**src/rtl/glyph_pixel_pipe.sv**
```systemverilog
// Glyph-to-pixel serializer: raster position -> character ROM row address -> pixel bit.
// Fixed three-stage pipeline with frame-latched origin/char/mirror and power-of-two scaling.
module glyph_pixel_pipe #(
  parameter int unsigned COORD_W    = 10,
  parameter int unsigned GLYPH_W    = 16,
  parameter int unsigned GLYPH_H    = 16,
  parameter int unsigned CHAR_W     = 7,
  parameter int unsigned SCALE_LOG2 = 0,
  localparam int unsigned ROW_W     = $clog2(GLYPH_H)
) (
  input  logic                    clk,
  input  logic                    rst_n,
  input  logic                    enable,
  input  logic                    frame_start,
  input  logic [COORD_W-1:0]      x_pos,
  input  logic [COORD_W-1:0]      y_pos,
  input  logic [CHAR_W-1:0]       char_code,
  input  logic                    mirror_x,
  input  logic [COORD_W-1:0]      h_val,
  input  logic [COORD_W-1:0]      v_val,
  output logic [CHAR_W+ROW_W-1:0] rom_addr,
  input  logic [GLYPH_W-1:0]      rom_data,
  output logic                    in_box,
  output logic                    pixel_on
);

  localparam int unsigned COL_W = (GLYPH_W > 1) ? $clog2(GLYPH_W) : 1;
  localparam int unsigned BOX_W = GLYPH_W << SCALE_LOG2;
  localparam int unsigned BOX_H = GLYPH_H << SCALE_LOG2;

  logic [COORD_W-1:0] r_x_sh;
  logic [COORD_W-1:0] r_y_sh;
  logic [CHAR_W-1:0]  r_ch_sh;
  logic               r_mir_sh;

  logic [COL_W-1:0]   r_col_q;
  logic [COL_W-1:0]   r_col_qq;
  logic               r_hit_q;
  logic               r_hit_qq;
  logic               r_mir_q;
  logic               r_mir_qq;

  logic [COORD_W-1:0] w_dx;
  logic [COORD_W-1:0] w_dy;
  logic               w_hit;
  logic [COL_W-1:0]   w_col;
  logic [ROW_W-1:0]   w_row;
  logic [COL_W-1:0]   w_idx;
  logic               w_bit;

  // Box test: modular offset plus an explicit ordering check so a box past the raster edge clips.
  always_comb begin
    w_dx  = h_val - r_x_sh;
    w_dy  = v_val - r_y_sh;
    w_hit = enable
            && (h_val >= r_x_sh) && (v_val >= r_y_sh)
            && (32'(w_dx) < BOX_W) && (32'(w_dy) < BOX_H);
    w_col = COL_W'(w_dx >> SCALE_LOG2);
    w_row = w_hit ? ROW_W'(w_dy >> SCALE_LOG2) : '0;
  end

  // Column 0 sits on the ROM MSB unless mirrored.
  always_comb begin
    w_idx = r_mir_qq ? r_col_qq : (COL_W'(GLYPH_W - 1) - r_col_qq);
    w_bit = rom_data[w_idx];
  end

  always_ff @(posedge clk) begin
    if (!rst_n) begin
      r_x_sh   <= '0;
      r_y_sh   <= '0;
      r_ch_sh  <= '0;
      r_mir_sh <= 1'b0;
      rom_addr <= '0;
      r_col_q  <= '0;
      r_hit_q  <= 1'b0;
      r_mir_q  <= 1'b0;
      r_col_qq <= '0;
      r_hit_qq <= 1'b0;
      r_mir_qq <= 1'b0;
      in_box   <= 1'b0;
      pixel_on <= 1'b0;
    end else begin
      if (frame_start) begin
        r_x_sh   <= x_pos;
        r_y_sh   <= y_pos;
        r_ch_sh  <= char_code;
        r_mir_sh <= mirror_x;
      end
      rom_addr <= {r_ch_sh, w_row};
      r_col_q  <= w_col;
      r_hit_q  <= w_hit;
      r_mir_q  <= r_mir_sh;
      // Second stage lines the column up with the registered ROM read.
      r_col_qq <= r_col_q;
      r_hit_qq <= r_hit_q;
      r_mir_qq <= r_mir_q;
      in_box   <= r_hit_qq;
      pixel_on <= r_hit_qq & w_bit;
    end
  end

endmodule
```
**config.mk**
```make
export PLATFORM = sky130hd
export DESIGN_NAME = glyph_pixel_pipe
export DESIGN_NICKNAME = d
export VERILOG_FILES = /design/src/rtl/glyph_pixel_pipe.sv
export SDC_FILE = /design/constraint.sdc
export NUM_CORES = 1
export LEC_CHECK = 0
export CAP_MARGIN = 15
export CORE_MARGIN = 4
export CORE_UTILIZATION = 35
export CTS_CLUSTER_DIAMETER = 200
export DETAILED_ROUTE_END_ITERATION = 10
export GPL_ROUTABILITY_DRIVEN = 0
export PLACE_DENSITY = 0.72
export REMOVE_ABC_BUFFERS = 1
export SYNTH_ARGS = -nofsm -noshare
export SYNTH_HDL_FRONTEND = slang
export SYNTH_SLANG_ARGS = --single-unit
```
**constraint.sdc**
```tcl
create_clock -name clk -period 3.2 [get_ports clk]
set_input_delay 0.64 -clock clk [delete_from_list [all_inputs] [get_ports clk]]
set_output_delay 0.64 -clock clk [all_outputs]
set_load 0.005 [all_outputs]
```
==> out/summary.txt <==
Clock Tree Buf Depth: 2
Vias per cell: 4.83
Synth warnings: 0
Clock power frac: 25.3%
Area Overhead vs Synth: 33.5%
Final routed DRC violation total: 0
DR WL/cell: 12.7 um
Largest net degree at the start of global routing: 48
CTS tree: yes
Die Y: 100 um
Cells after Synth: 308
Critical Path Fanout Max: 5
Final critical-path share of the clock period: 91.8%
Outcome: completed
Clock sink count: 53
N_diodes: 0
Setup bufs post-CTS: 0
Post-route ant nets: 0
HP Class: flip-flop to flip-flop
Full die area: 0.0100 mm^2
Post-synth EDFFs: 0
PD cells: 374 mW/mm^2
Worst skew pair latency: 0.30 ns
Setup crit start kind: primary input
Seq pwr share: 47.8%
Switching pwr: 0.417 mW
First-pass GRT wire length: 10500 um
Initial Util: 36.0%
Syn_area_per_cell: 9.66 um^2
Leakage power: 1.57 nW
Main synth FF type: dfxtp_1
DR pass1 iterations: 4
Async SR Flop Fraction: 0%
Area post-placement: 0.00388 mm^2
Cell at the root of the clock tree: clkbuf_8
Layout cells sized above 1: 6.17%
Yosys reg bits: 53
Cell row count: 33
Sw frac: 28.0%
DR iter-0 viols: 108
Post-detail-place hpwl: 4890 um
Seq/Total Area, Yosys: 35.7%
Type of element capturing the critical path: flip-flop
Worst slack at placement: -0.0759 ns
Synth unique cells: 49
Fin worst setup slack: 0.262 ns
Worst rel slew slack: 43.0%
Mapped cell area: 0.00297 mm^2
Comb pwr share: 26.9%
Peak Freq: 340 MHz
Final Hold Fails: 0
Post-cts gate resize count: 0
Nets: 478
Vias: 2384
Inst Count DP: 486
Vias in the first global route: 2435
Setup CP Type: primary input to flip-flop
Initial antenna violation count: 0
Port buffer count: 80
Fin cells: 494
Internal power: 1.07 mW
Final Power: 1.49 mW
Congestion Overflow GR: 0
Clk_skew: 0.00466 ns
Worst-Margin Slew: 0.854 ns
Hold slack: 0.441 ns
Core Region: 0.00826 mm^2
Worst-path clk slew: 0.09 ns
Fillcell total: 782
Min Tclk post-route: 2.94 ns
Required time worst endpoint: 3.45 ns
Overall routing resource usage: 12.7%
CP Data Arrival Time: 3.19 ns
Final-report max-slew violation count: 0
Inserted Clock Buffers: 5
Design Area, Final: 0.00397 mm^2
Die span in x: 100 um
I/O pins: 81
VDD IR max: 159 uV
Hold Buf Count CTS: 0
H-tree depth: 2
RSZ-0062 raised after global routing: false
Finish-stage setup viols: 0
Max-cap violations: 0
Routed wire length: 6270 um
[final timing paths]
check	start	to	slack, ns	cells after the start
hold / removal	r_hit_q	r_hit_qq	0.44	1
hold reg to reg	r_hit_q	r_hit_qq	0.44	1
setup reg to reg	r_x_sh[0]	rom_addr[3]	0.70	10
setup / recovery	v_val[0]	rom_addr[3]	0.26	12
[power by group through the flow]
stage	combinational, mW	clock, mW	sequential (mW)
2_1_floorplan	0.243	0	0.722
3_3_place_gp	0.392	0	0.725
3_5_place_dp	0.399	0	0.726
4_1_cts	0.403	0.403	0.710
5_1_grt	0.444	0.425	0.715
6_report	0.400	0.376	0.710
[cell usage in the layout, fill, tap and decap left out, types with 3 or more instances in the layout]
master,count
clkdlybuf4s50_1,79
dfxtp_1,53
nor2b_1,31
mux2i_1,30
inv_1,27
ha_1,20
and2_1,18
nor2_1,15
a21oi_1,11
nand2_1,7
xnor2_1,7
nor3_1,7
o21ai_0,7
a31oi_1,6
mux4_2,6
xor2_1,5
o211ai_1,5
clkbuf_8,5
buf_4,4
o21a_1,3
a21o_1,3
nand4_1,3
and4_1,3
[stage by stage]
step | TNS [ns] | util (%)
2_1_floorplan | 0 | -
3_3_place_gp | 0 | 47.0
3_5_place_dp | -0.314 | 47.0
4_1_cts | 0 | 48.1
5_1_grt | 0 | 48.1
6_report | 0 | 48.1
[critical path, stage by stage]
cell and delay [ns]:
clkdlybuf4s50_1 0.40, inv_1 0.07, ha_1 0.17, inv_1 0.05, fa_1 0.39, a211oi_2 0.30
nor2_1 0.12, a31oi_1 0.19, mux2_1 0.15, nand4_1 0.12, nor4_4 0.35, and4_1 0.23
[routing by layer]
metal	GRT usage, %	routed length (um)	vias up
met1	14.4	2720	1084
met5	0	0	-
met3	4.52	453	7
met2	22.4	3000	51
met4	3.73	88	0
li1	-	-	1242
[layout make-up]
class	instances	area [um^2]	share of cell area [%]
Multi-Input combinational cell	217	1770	44.5
Clock buffer	6	72.6	1.83
Timing Repair Buffer	84	826	20.8
Sequential cell	53	1060	26.7
Clock inverter	2	13.8	0.347
Inverter	27	101	2.55
Tap cell	105	131	3.31
[kinds of logic (layout without fill, tap and decap cells)]
logic type	after synthesis	in the layout	synth area share (%)
xor gates and xnor gates	12	12	3.53
buffers and inverters	38	119	4.96
adders and majority gates	22	22	9.76
AOI/OAI and AO/OA	54	54	12.9
and+or+nand+nor	92	92	18.2
muxes	37	37	15.0
DFF	53	53	35.7
[synth_stat cells (2+ instances only)]
cell | n | area [um^2]
nor2b_1 | 31 | 194
nor3_1 | 7 | 35.0
xor2_1 | 5 | 43.8
o211ai_1 | 5 | 37.5
inv_1 | 27 | 101
mux4_2 | 6 | 135
a21oi_1 | 11 | 55.1
fa_1 | 2 | 40.0
ha_1 | 20 | 250
o21a_1 | 3 | 22.5
xnor2_1 | 7 | 61.3
a211o_1 | 2 | 17.5
o21ai_0 | 7 | 35.0
buf_1 | 2 | 7.51
o22ai_1 | 2 | 12.5
nor2_1 | 15 | 56.3
a211oi_2 | 2 | 25.0
dfxtp_1 | 53 | 1060
clkbuf_1 | 5 | 18.8
and4_1 | 3 | 26.3
buf_2 | 4 | 20.0
and2_1 | 18 | 113
nand2_1 | 7 | 26.3
a31oi_1 | 6 | 37.5
a21o_1 | 3 | 22.5
mux2i_1 | 30 | 300
nand4_1 | 3 | 18.8
[flip-flops by register name, summed over array words and instances, names as in the netlist]
signal and flops:
rom_addr 11, r_col_q 4, r_x_sh 10, r_mir_qq 1
r_hit_q 1, r_col_qq 4, pixel_on 1, r_hit_qq 1
r_ch_sh 7, r_mir_sh 1, r_y_sh 10, in_box 1
r_mir_q 1
No activity file was read; power rests on OpenSTA's default activity.
